### src/rtl/lut_page_loader.sv
// Fill sequencer for the dual-bank LUT page memory: packs BANK_INTERLEAVE words per page,
// writes pages 0..PAGE_NUM-1 in order, then raises lut_valid_o.
module lut_page_loader #(
  parameter int QUAN_SIZE       = 3,
  parameter int PAGE_NUM        = 16,
  parameter int BANK_INTERLEAVE = 2,
  parameter int ADDR_BITWIDTH   = 4
) (
  input  logic                                 sys_clk,
  input  logic                                 rst,
  input  logic                                 start_i,
  input  logic [QUAN_SIZE-1:0]                 word_i,
  input  logic                                 word_valid_i,
  output logic                                 word_ready_o,
  output logic [QUAN_SIZE*BANK_INTERLEAVE-1:0] write_data_o,
  output logic [ADDR_BITWIDTH-1:0]             write_addr_o,
  output logic                                 we_o,
  output logic                                 lut_valid_o,
  output logic                                 load_done_o,
  output logic                                 busy_o
);

  localparam int PAGE_W = QUAN_SIZE * BANK_INTERLEAVE;
  localparam int IDX_W  = $clog2(BANK_INTERLEAVE);

  typedef enum logic [1:0] {IDLE, FILL, COMMIT, DONE} state_t;

  state_t                   state_q;
  logic [ADDR_BITWIDTH-1:0] page_cnt_q;
  logic [IDX_W-1:0]         word_idx_q;
  logic [PAGE_W-1:0]        page_q;
  logic [PAGE_W-1:0]        page_d;
  logic [PAGE_W-1:0]        write_data_q;
  logic [ADDR_BITWIDTH-1:0] write_addr_q;
  logic                     we_q;
  logic                     lut_valid_q;
  logic                     load_done_q;
  logic                     busy_q;
  logic                     hs;
  logic                     last_word;
  logic                     last_page;

  assign word_ready_o = (state_q == FILL);
  assign hs           = word_valid_i & word_ready_o;
  assign last_word    = (word_idx_q == IDX_W'(BANK_INTERLEAVE - 1));
  assign last_page    = (page_cnt_q == ADDR_BITWIDTH'(PAGE_NUM - 1));

  // First word of a page lands in the MSBs so bank-select 0 reads it back.
  always_comb begin
    page_d = page_q;
    for (int k = 0; k < BANK_INTERLEAVE; k++) begin
      if (word_idx_q == IDX_W'(k)) begin
        page_d[(BANK_INTERLEAVE-k)*QUAN_SIZE-1 -: QUAN_SIZE] = word_i;
      end
    end
  end

  always_ff @(posedge sys_clk or posedge rst) begin
    if (rst) begin
      state_q      <= IDLE;
      page_cnt_q   <= '0;
      word_idx_q   <= '0;
      page_q       <= '0;
      write_data_q <= '0;
      write_addr_q <= '0;
      we_q         <= 1'b0;
      lut_valid_q  <= 1'b0;
      load_done_q  <= 1'b0;
      busy_q       <= 1'b0;
    end else begin
      load_done_q <= 1'b0;
      case (state_q)
        IDLE, DONE: begin
          if (start_i) begin
            state_q     <= FILL;
            page_cnt_q  <= '0;
            word_idx_q  <= '0;
            page_q      <= '0;
            lut_valid_q <= 1'b0;
            busy_q      <= 1'b1;
          end
        end
        FILL: begin
          if (hs) begin
            page_q <= page_d;
            if (last_word) begin
              word_idx_q   <= '0;
              write_data_q <= page_d;
              write_addr_q <= page_cnt_q;
              we_q         <= 1'b1;
              state_q      <= COMMIT;
            end else begin
              word_idx_q <= word_idx_q + 1'b1;
            end
          end
        end
        COMMIT: begin
          we_q <= 1'b0;
          if (last_page) begin
            state_q     <= DONE;
            lut_valid_q <= 1'b1;
            load_done_q <= 1'b1;
            busy_q      <= 1'b0;
          end else begin
            page_cnt_q <= page_cnt_q + 1'b1;
            state_q    <= FILL;
          end
        end
        default: state_q <= IDLE;
      endcase
    end
  end

  assign write_data_o = write_data_q;
  assign write_addr_o = write_addr_q;
  assign we_o         = we_q;
  assign lut_valid_o  = lut_valid_q;
  assign load_done_o  = load_done_q;
  assign busy_o       = busy_q;

endmodule
### config.mk
export PLATFORM = sky130hd
export DESIGN_NAME = lut_page_loader
export DESIGN_NICKNAME = d
export VERILOG_FILES = /design/src/rtl/lut_page_loader.sv
export SDC_FILE = /design/constraint.sdc
export NUM_CORES = 1
export LEC_CHECK = 0
export CAP_MARGIN = 10
export CORE_UTILIZATION = 35
export CTS_CLUSTER_DIAMETER = 30
export DETAILED_ROUTE_END_ITERATION = 16
export HOLD_SLACK_MARGIN = 0.06
export PLACE_DENSITY = 0.58
export REMOVE_ABC_BUFFERS = 1
export SLEW_MARGIN = 15
export SYNTH_ARGS = -nofsm -noshare
export SYNTH_HDL_FRONTEND = slang
export SYNTH_SLANG_ARGS = --single-unit
export TNS_END_PERCENT = 10
### constraint.sdc
create_clock -name sys_clk -period 1.69 [get_ports sys_clk]
set_input_delay 0.338 -clock sys_clk [delete_from_list [all_inputs] [get_ports sys_clk]]
set_output_delay 0.338 -clock sys_clk [all_outputs]
set_load 0.005 [all_outputs]
Word-level counts from Yosys, hierarchy flattened
Cells that the tools add are included.
{ "totals": {"reg_bits": 27, "input_bits": 7, "out_inout_bits": 15, "wordCells": 60} }
{ "classes": {"n_addsub": 2, "eq_ne": 9, "n_mux": 27, "n_bitwise": 1, "n_reduce_logical": 11} }
{ "ops": {"columns": ["op", "n"], "rows": [
  ["3-bit AND reduction", 6],
  ["6-bit two-way mux", 2],
  ["6-bit one-hot mux with 2 select lines", 1],
  ["1-bit two-way mux", 10],
  ["2-bit two-way mux", 4],
  ["4-bit two-way mux", 2],
  ["1-bit one-hot mux with 2 select lines", 4],
  ["4-bit one-hot mux with 2 select lines", 1],
  ["3-bit two-way mux", 2],
  ["2-bit inequality test, second input constant", 3],
  ["2-bit one-hot mux with 3 select lines", 1],
  ["2-bit nonzero test", 3],
  ["4-bit by 1-bit adder with 4-bit output, second input constant", 1],
  ["2-bit equality test, second input constant", 2],
  ["4-bit equality test, second input constant", 1],
  ["2-bit by 1-bit inequality test with 1-bit output, second input constant", 2],
  ["2-bit by 1-bit equality test with 1-bit output, second input constant", 1],
  ["2-bit zero test", 1],
  ["2-bit OR reduction", 1],
  ["1-bit adder, second input constant", 1],
  ["1-bit bitwise AND", 1]
]} }

Logic depth before layout (Yosys ltp)
Gate-level depths: netlist (run 1).
{ "depth": {"depth_word": 4, "ltp_mapped": 7, "depth_no_buf": 5} }

Worst setup path before layout (run 1)
OpenSTA, ideal clock, no wires.
{ "synth_path": {"path_type": "register -> register", "startpoint": "register state_q[0]", "endpoint": "register page_cnt_q[2]", "setup_time_ps": 127, "t_arrival_ps": 1338, "required_ps": 1563, "path_slack_ps": 225, "path_stages_with_launch": 8, "path_buffers": 2, "period_less_slack_ps": 1465, "cell_sequence": "dfrtp_1 -> inv_1 -> ha_1 -> buf_6 -> nor2b_4 -> buf_6 -> nor4bb_1 -> nor3_1"} }
{ "synth_between": {"elab_chain_cells": 4, "word_cells_on_any_way": 9, "classes_between": "eq/ne (4); mux (1); reduce/logical (4)"} }
{ "synth_lines": {"columns": ["item", "line", "text"], "rows": [
  ["from (decl)", "28", "state_t state_q;"],
  ["from (signal assigned)", "60", "state_q <= IDLE;"],
  ["from (signal assigned)", "75", "state_q <= FILL;"],
  ["from (signal assigned)", "91", "state_q <= COMMIT;"],
  ["2-bit equality test / 2-bit zero test (equally long branches)", "72", "case (state_q)"],
  ["2-bit OR reduction", "72", null],
  ["2-bit inequality test (no source line) / 2-bit nonzero test (equally long branches)", null, null],
  ["3-bit AND reduction (no source line)", null, null],
  ["to (signal assigned)", "105", "page_cnt_q <= page_cnt_q + 1'b1;"],
  ["to (decl)", "29", "logic [ADDR_BITWIDTH-1:0] page_cnt_q;"]
]} }
Parallel ways exist; a longest one is shown, timed or not.
A chain may end at the register's enable or synchronous reset.

Worst setup path after layout (run 1)
{ "layout_path": {"startpoint": "register state_q[0]", "endpoint": "register page_q[3]"} }
{ "layout_between": {"elab_chain_cells": 4, "word_cells_on_any_way": 10, "classes_between": "eq/ne (4); mux (1); bitwise (1); reduce/logical (4)"} }
{ "layout_lines": {"columns": ["item", "line", "text"], "rows": [
  ["2-bit by 1-bit equality test with 1-bit output (tied with other cells)", "43, 72", null],
  ["1-bit bitwise AND / 2-bit OR reduction (equally long branches)", "44, 72", null],
  ["2-bit by 1-bit inequality test with 1-bit output (no source line) (tied with other cells)", null, null],
  ["3-bit AND reduction (no source line)", null, null],
  ["to (signal assigned)", "85", "page_q <= page_d;"],
  ["to (decl)", "31", "logic [PAGE_W-1:0] page_q;"]
]} }
Parallel ways exist; a longest one is shown, timed or not.

==> run_results.csv, run 1 <==
group,metric,value,unit
outcome,outcome,"complete, no violations",
synth,ys_seq_elements,24,
worst_setup_path,path_class,"reg2reg",
sta,drv_slew,0,
power_and_ir_drop,ir_worst_vdd,0.502,mV
grt,grt_use_total,0.136,
detailed_routing,vias,837,
worst_setup_path,worst_setup_path_end_kind,"register",
synth,ys_top_cells_by_count,"24 x dfrtp_1, 7 x mux2_4, 7 x nand2_1, 6 x a21oi_1",
clocking,htreeDepth,1,
power_and_ir_drop,power,2150,uW
sta,fmax,633,MHz
clocking,clock-sinks,24,
synth,ys_top_cells_by_area,"dfrtp_1 51%, mux2_4 8.9%, ha_1 3.2%",
grt,grt_overflow,0,
finish,antenna_cells,0,
sta,worst_slack,0.110,ns
synth,synth_top_flop_cell,"dfrtp_1",
worst_setup_path,cp_max_fo,7,
grt,antenna_found_initial,0,
sta,hold_viol,0,
synth,syn_area_per_cell,12.0,sq um
sta,final.min_clock_period,1.58,ns
finish,syn_to_final_growth,27.1,%
sta,rsz0062_at_grt,"false",
worst_setup_path,cp-start-kind,"register",
clocking,cts_tree,"done",
worst_hold_path,min_path_type,"in2async",
worst_setup_path,arrival,1.81,ns
synth,synth_top_area_frac,0.506,
place,dp_hpwl,1.60,mm
synth,yosysTopAreaCell,"dfrtp_1",
sta,hold_ws,0.342,ns
finish,layout-drive-gt1-share,0.206,
floorplan,ios,22,
grt,grt_pass1_vias,734,
floorplan,floorplan.die_area,3630,sq um
synth,ys_warn_count,0,
power_and_ir_drop,p_leak,0.000677,uW
worst_setup_path,worstPathRequired,1.92,ns
place,io_buffers,21,
sta,timing.final.crit_share,0.935,
finish,final_core_util,0.482,
clocking,hold_buffers,0,
clocking,cts.clk_slew.worst_paths,0.14,ns
floorplan,start_util,0.379,
power_and_ir_drop,pwr_density_cell,1430,nW/um^2
floorplan,die_w,60.2,um
sta,final-setup-viol-count,0,
sta,relSlewSlack,0.808,
detailed_routing,ant_nets,0,
synth,async_flop_share,1.00,
grt,grt_max_degree,25,
synth,synth-edff-count,0,
clocking,cts_buffer_depth,2,
sta,setup_tns,0,ns
floorplan,rows,20,
detailed_routing,wl_per_cell,12.9,um
floorplan,coreArea,3130,sq um
synth,syn_inst,99,
detailed_routing,drt_iter0_markers,29,
grt,grt_first_pass_wirelength,3.48,mm
clocking,cts_buffers,3,
finish,nNetsFinal,137,
sta,skew,0.00943,ns
run,cap_violations,0,
floorplan,die_h,60.2,um
place,place_congestion,0.777,
detailed_routing,wirelength,2.19,mm
clocking,cts-root-buf,"clkbuf_4",
detailed_routing,drc,0,
detailed_routing,viasPerCell,4.92,
synth,synth.most_common_cell,"dfrtp_1",
place,place_ws,0.0816,ns
detailed_routing,drt_pass1_iterations,4,
synth,ys_types,33,
synth,syn_area,1190,sq um
clocking,clk_latency,0.32,ns
synth,synth-seq-area-share,0.506,
sta,worst_pin_slew,0.280,ns
## stage by stage
| step | cells | cell area, sq um |
|---|---|---|
| after detailed placement | 165 | 1450 |
| after global placement | 165 | 1450 |
| after CTS | 170 | 1510 |
| after global routing | 170 | 1510 |
| final | 170 | 1510 |
| after floorplan | 93 | 1130 |
## per-layer routing
| layer | GRT usage | part of all wire | vias up | routed length [um] |
|---|---|---|---|---|
| met5 | 0 | 0 | - | 0 |
| met4 | 0.0997 | 0.027 | 0 | 58 |
| met3 | 0.0216 | 0.044 | 4 | 97 |
| met2 | 0.176 | 0.42 | 26 | 913 |
| met1 | 0.198 | 0.51 | 394 | 1120 |
| li1 | - | - | 413 | - |
## kinds of logic (layout without fill, tap and decap cells)
family,count (synthesis),count (layout),share of synthesized area
flip-flops,24,24,0.506
adder cells (fa/ha/maj),3,3,0.0316
buffers and inverters,10,37,0.0580
AND/OR/NAND/NOR,28,28,0.145
AO/OA/AOI/OAI,23,23,0.135
multiplexers,11,11,0.124
## critical path, stage by stage, from the launching register on
cell,delay [ns]
dfrtp_1,0.43
inv_1,0.08
ha_2,0.39
nor2b_4,0.28
nor3_4,0.08
a22o_1,0.23
## registers in the layout (all words and copies together) (netlist names), 2 cells and up
name / flops
write_data_o: 6
page_cnt_q: 4
write_addr_o: 4
page_q: 3
state_q: 2
## power by group
group / switching [uW] / total [uW] / leakage, uW / internal (uW)
Clock: 177 / 309 / 0.0000210 / 132
Sequential: 141 / 886 / 0.000306 / 745
Combinational: 383 / 955 / 0.000351 / 572
## final cells by class
type / instances / area [sq um]
sequential: 24 / 601
timing repair buffer: 29 / 269
clock buffer: 4 / 36.3
fill: 303 / 1620
inverter: 4 / 15.0
tap: 44 / 55.1
multi-input combinational: 65 / 532
## final timing paths
path,start,endpoint,slack (ns),cells past startpoint
max in group asynchronous,rst,page_cnt_q[0],1.11,3
min in group sys_clk,write_data_o[1],write_data_o[1],0.49,2
hold reg to reg,write_data_o[1],write_data_o[1],0.49,2
setup / recovery,state_q[0],page_q[3],0.11,5
hold / removal,rst,load_done_o,0.34,3
setup reg to reg,state_q[0],page_q[3],0.11,5
## what timing repair did
item	in CTS	in global routing
endpoints found under the setup margin	1	4
buffers inserted	1	0
resized for setup	4	1
pin swaps	0	0
## layout by cell type, fill, tap and decap left out, types with 3 or more instances in the layout
| master | Yosys | layout |
|---|---|---|
| a21oi_1 | 6 | 6 |
| a22o_1 | 4 | 4 |
| buf_4 | 2 | 8 |
| clkbuf_4 | 0 | 3 |
| clkdlybuf4s50_1 | 0 | 20 |
| dfrtp_1 | 24 | 24 |
| inv_1 | 4 | 3 |
| mux2_4 | 7 | 7 |
| nand2_1 | 7 | 7 |
| nand2b_1 | 4 | 4 |
| nand3_1 | 3 | 3 |
| nand4_1 | 3 | 3 |
Power figures use the tool's default switching activity.
==> inputs of run 2 (changes only) <==
Settings changed: CORE_MARGIN set to 1.5.
==> run_results.csv, run 2 (same netlist as run 1, synthesis figures left out) <==
group,metric,value,unit
place,place_congestion,0.707,
detailed_routing,wirelength,2.29,mm
floorplan,floorplan.die_area,3750,sq um
power_and_ir_drop,ir_worst_vdd,0.554,mV
worst_setup_path,worst_setup_path_end_kind,"register",
sta,hold_ws,0.347,ns
floorplan,die_h,61.2,um
outcome,outcome,"complete, no violations",
clocking,hold_buffers,0,
power_and_ir_drop,p_leak,0.000675,uW
floorplan,coreArea,3130,sq um
finish,layout-drive-gt1-share,0.177,
worst_setup_path,cp_max_fo,7,
sta,rsz0062_at_grt,"false",
power_and_ir_drop,intPower,1550,uW
sta,fmax,649,MHz
worst_hold_path,min_path_type,"in2async",
worst_setup_path,r2r-start,"state_q[1]",
finish,antenna_cells,0,
detailed_routing,wl_per_cell,13.6,um
finish,nNetsFinal,135,
floorplan,rows,20,
grt,grt_max_degree,25,
clocking,htreeDepth,1,
grt,grt_overflow,0,
floorplan,start_util,0.379,
finish,final_common_cell,"dfrtp_1",
sta,drv_slew,0,
worst_setup_path,cp-startpoint,"state_q[1]",
place,io_buffers,21,
worst_setup_path,worstPathRequired,1.91,ns
clocking,clock-sinks,24,
worst_setup_path,path_class,"reg2reg",
sta,final-setup-viol-count,0,
clocking,cts_tree,"done",
detailed_routing,vias,847,
clocking,cts-root-buf,"clkbuf_4",
power_and_ir_drop,combPwrFrac,0.425,
floorplan,ios,22,
finish,syn_to_final_growth,27.0,%
run,cap_violations,0,
sta,relSlewSlack,0.798,
detailed_routing,ant_nets,0,
grt,antenna_found_initial,0,
detailed_routing,drc,0,
power_and_ir_drop,pwr_density_cell,1500,nW/um^2
power_and_ir_drop,p_sw_frac,0.313,
worst_setup_path,cp-start-kind,"register",
finish,most-common-layout-cells,"24 x dfrtp_1, 20 x clkdlybuf4s50_1, 7 x nand2_1, 7 x mux2_4",
sta,worst_pin_slew,0.303,ns
finish,fillers,307,
grt,grt_first_pass_wirelength,3.97,mm
clocking,cts.clk_slew.worst_paths,0.14,ns
worst_setup_path,arrival,1.76,ns
clocking,cts_buffer_depth,2,
finish,largest_reg_flops,6,
sta,setup_tns,0,ns
sta,hold_viol,0,
clocking,cts_buffers,3,
grt,grt_pass1_vias,863,
sta,final.min_clock_period,1.54,ns
place,dp_hpwl,1.70,mm
detailed_routing,drt_iter0_markers,37,
power_and_ir_drop,power.switching,709,uW
power_and_ir_drop,clkPwrFrac,0.183,
detailed_routing,viasPerCell,5.04,
power_and_ir_drop,power_frac_seq,0.393,
detailed_routing,drt_pass1_iterations,4,
sta,timing.final.crit_share,0.911,
grt,grt_use_total,0.142,
clocking,clk_latency,0.31,ns
floorplan,die_w,61.2,um
sta,skew,0.00826,ns
[run 2: changes by cell type in the layout (fill, tap and decap cells not counted), sizes merged]
cell,before,now
buf,8,6
bufinv,0,1
clkbuf,4,3
[run 2: power groups by stage]
| stage | Sequential (uW) | Combinational [uW] | Clock [uW] |
|---|---|---|---|
| after floorplan | 875 | 556 | 0 |
| after global placement | 888 | 931 | 0 |
| after detailed placement | 902 | 939 | 0 |
| after CTS | 888 | 945 | 432 |
| after global routing | 915 | 1060 | 456 |
| final | 888 | 961 | 414 |
[run 2: through the flow]
| stage | setup WS, ns | cells | util | total power, uW | instance area [sq um] |
|---|---|---|---|---|---|
| final | 0.150 | 168 | 0.482 | 2260 | 1510 |
| after global routing | 0.0722 | 168 | 0.482 | 2430 | 1510 |
| after CTS | 0.0109 | 168 | 0.478 | 2270 | 1490 |
| after detailed placement | 0.0312 | 163 | 0.459 | 1840 | 1440 |
| after global placement | 0.0527 | 163 | 0.459 | 1820 | 1440 |
| after floorplan | 0.140 | 93 | - | 1430 | 1130 |
[run 2: layout make-up]
type,count,area (sq um),area share
sequential,24,601,0.399
inverter,4,15.0,0.00997
clock inverter,1,30.0,0.0199
timing repair buffer,27,254,0.169
clock buffer,3,22.5,0.0150
multi-input combinational,65,529,0.351
tap,44,55.1,0.0365
[run 2: per-layer routing]
metal,vias to the layer above,wire [um],global-route usage
met5,-,0,0
met4,0,27,0.0683
met3,2,76,0.0210
met2,18,1120,0.234
met1,416,1070,0.182
li1,411,-,-
[run 2: timing repair]
action / 4_1_cts / 5_1_grt
gates resized for setup: 1 / 2
setup buffers: 1 / 0
endpoints found under the setup margin: 1 / 6
gates cloned: 0 / 0
[run 2: worst paths after layout]
path | endpoint | slack (ns) | cells past startpoint
max | page_q[5] | 0.15 | 5
min | write_data_o[5] | 0.35 | 3
max reg2reg | page_q[5] | 0.15 | 5
min reg2reg | write_data_o[1] | 0.51 | 2
max in group asynchronous | write_addr_o[2] | 1.11 | 3
min in group sys_clk | write_data_o[1] | 0.51 | 2
[run 2: critical path, cell delays in order (launching register included)]
cell	delay [ns]
dfrtp_1	0.40
buf_4	0.14
ha_4	0.30
nor2b_4	0.28
nor3_4	0.09
a22o_1	0.24
==> inputs of run 3 (changes only) <==
Settings changed: CORE_ASPECT_RATIO set to 0.9, CORE_UTILIZATION 35 to 54, PLACE_DENSITY 0.58 to 0.83.
Clock period 1.69 ns to 1.9 ns, I/O delays scaled along.
==> run_results.csv, run 3 (same netlist as run 1, synthesis figures left out) <==
group,metric,value,unit
outcome,outcome,"complete, no violations",
worst_setup_path,cp-start-kind,"register",
worst_hold_path,min_path_type,"in2async",
run,cap_violations,0,
floorplan,ios,22,
grt,grt_use_total,0.203,
place,placed_area,1400,sq um
sta,skew,0.00253,ns
sta,worst_pin_slew,0.381,ns
detailed_routing,ant_nets,0,
worst_setup_path,cp_max_fo,2,
detailed_routing,wl_per_cell,15.8,um
sta,fmax,553,MHz
sta,timing.final.crit_share,0.952,
grt,antenna_found_initial,0,
finish,antenna_cells,0,
detailed_routing,vias,857,
sta,final.min_clock_period,1.81,ns
floorplan,rows,15,
clocking,cts-root-buf,"clkbuf_4",
sta,relSlewSlack,0.746,
floorplan,start_util,0.596,
clocking,clk_latency,0.31,ns
place,io_buffers,21,
floorplan,coreArea,1990,sq um
grt,grt_max_degree,25,
worst_setup_path,worstPathRequired,1.52,ns
worst_setup_path,cp_cell_sequence,"inv_2 -> ha_4 -> clkdlybuf4s50_1",
place,dp_hpwl,1.65,mm
finish,fillers,151,
worst_setup_path,arrival,1.43,ns
power_and_ir_drop,ir_worst_vdd,1.02,mV
finish,final_common_cell,"dfrtp_1",
detailed_routing,drt_iter0_markers,18,
sta,hold_ws,0.403,ns
floorplan,die_h,47.5,um
worst_setup_path,worst_setup_path_end_kind,"output pin",
finish,most-common-layout-cells,"24 x dfrtp_1, 21 x clkdlybuf4s50_1, 7 x nand2_1, 7 x mux2_4, 6 x a21oi_1",
power_and_ir_drop,p_leak,0.000666,uW
worst_setup_path,path_class,"reg2out",
sta,drv_slew,0,
place,placed_cells,143,
detailed_routing,viasPerCell,5.79,
sta,hold_viol,0,
grt,grt_pass1_vias,749,
finish,largest_reg_flops,6,
finish,stdcell_area,1460,sq um
place,place_congestion,0.790,
detailed_routing,drc,0,
worst_setup_path,crit_slowest_cell,"clkdlybuf4s50_1",
clocking,cts_buffers,3,
detailed_routing,drt_pass1_iterations,4,
worst_setup_path,crit_buf_inv,2,
finish,nNetsFinal,134,
clocking,htreeDepth,1,
clocking,cts_tree,"done",
clocking,cts.clk_slew.worst_paths,0.13,ns
grt,grt_first_pass_wirelength,3.53,mm
finish,syn_to_final_growth,23.1,%
clocking,cts_buffer_depth,2,
finish,stdcell_count,148,
floorplan,floorplan.die_area,2490,sq um
sta,final-setup-viol-count,0,
floorplan,die_w,52.4,um
worst_setup_path,slowest_delay,0.49,ns
worst_setup_path,crit_family,"buffers and inverters",
grt,grt_overflow,0,
sta,rsz0062_at_grt,"false",
detailed_routing,wirelength,2.34,mm
clocking,clock-sinks,24,
power_and_ir_drop,pwr_density_cell,1320,nW/um^2
finish,layout-drive-gt1-share,0.179,
sta,setup_tns,0,ns
[run 3: cell count changes in the layout (fill, tap and decap cells not counted), sizes merged]
cell / previous run / this run
clkbuf: 3 / 4
dlygate4sd2: 1 / 0
buf: 6 / 5
bufinv: 1 / 0
clkdlybuf4s50: 20 / 21
[run 3: power by group]
group | leakage, uW | internal (uW) | total [uW] | switching, uW
sequential | 0.000306 | 663 | 795 | 132
combinational | 0.000339 | 501 | 863 | 362
clock | 0.0000210 | 117 | 267 | 150
[run 3: final cells by class]
| cell class | instances | area [sq um] | share of cell area |
|---|---|---|---|
| flip-flops and latches | 24 | 601 | 0.411 |
| multi-input cells | 65 | 529 | 0.362 |
| repair buffers | 26 | 248 | 0.170 |
| clock buffers | 4 | 36.3 | 0.0249 |
| well taps | 25 | 31.3 | 0.0214 |
| inverters | 4 | 15.0 | 0.0103 |
[run 3: through the flow]
stage               setup WS [ns]  utilization  power, uW
floorplan                   0.350            -       1270
global placement            0.192        0.706       1590
detailed placement          0.109        0.706       1630
CTS                        0.0394        0.734       1930
global route               0.0360        0.734       2040
finish                     0.0904        0.734       1920
[run 3: worst paths after layout]
| check | cells past startpoint | slack [ns] | endpoint | from |
|---|---|---|---|---|
| min | 3 | 0.40 | page_cnt_q[2] | rst |
| max in group asynchronous | 3 | 1.27 | write_data_o[3] | rst |
| max | 3 | 0.09 | word_ready_o | state_q[1] |
| max reg2reg | 5 | 0.24 | page_cnt_q[3] | state_q[0] |
| min reg2reg | 2 | 0.50 | write_data_o[1] | write_data_o[1] |
| min in group sys_clk | 2 | 0.50 | write_data_o[1] | write_data_o[1] |
[run 3: repair_timing]
action / in CTS / in global routing
endpoints found under the setup margin: 1 / 1
hold buffers: 0 / 0
gates cloned: 0 / 0
endpoints found under the hold margin: 0 / 0
setup buffers: 1 / 0
gates resized for setup: 2 / 1
[run 3: worst min-delay path: stages]
cell	delay (ns)
clkdlybuf4s50_1	0.40
inv_1	0.05
buf_4	0.29
[run 3: metal layers]
layer  share of wire  GRT usage
met1            0.46      0.268
met2            0.49      0.343
met3           0.047     0.0563
met4          0.0051     0.0462
met5               0          0
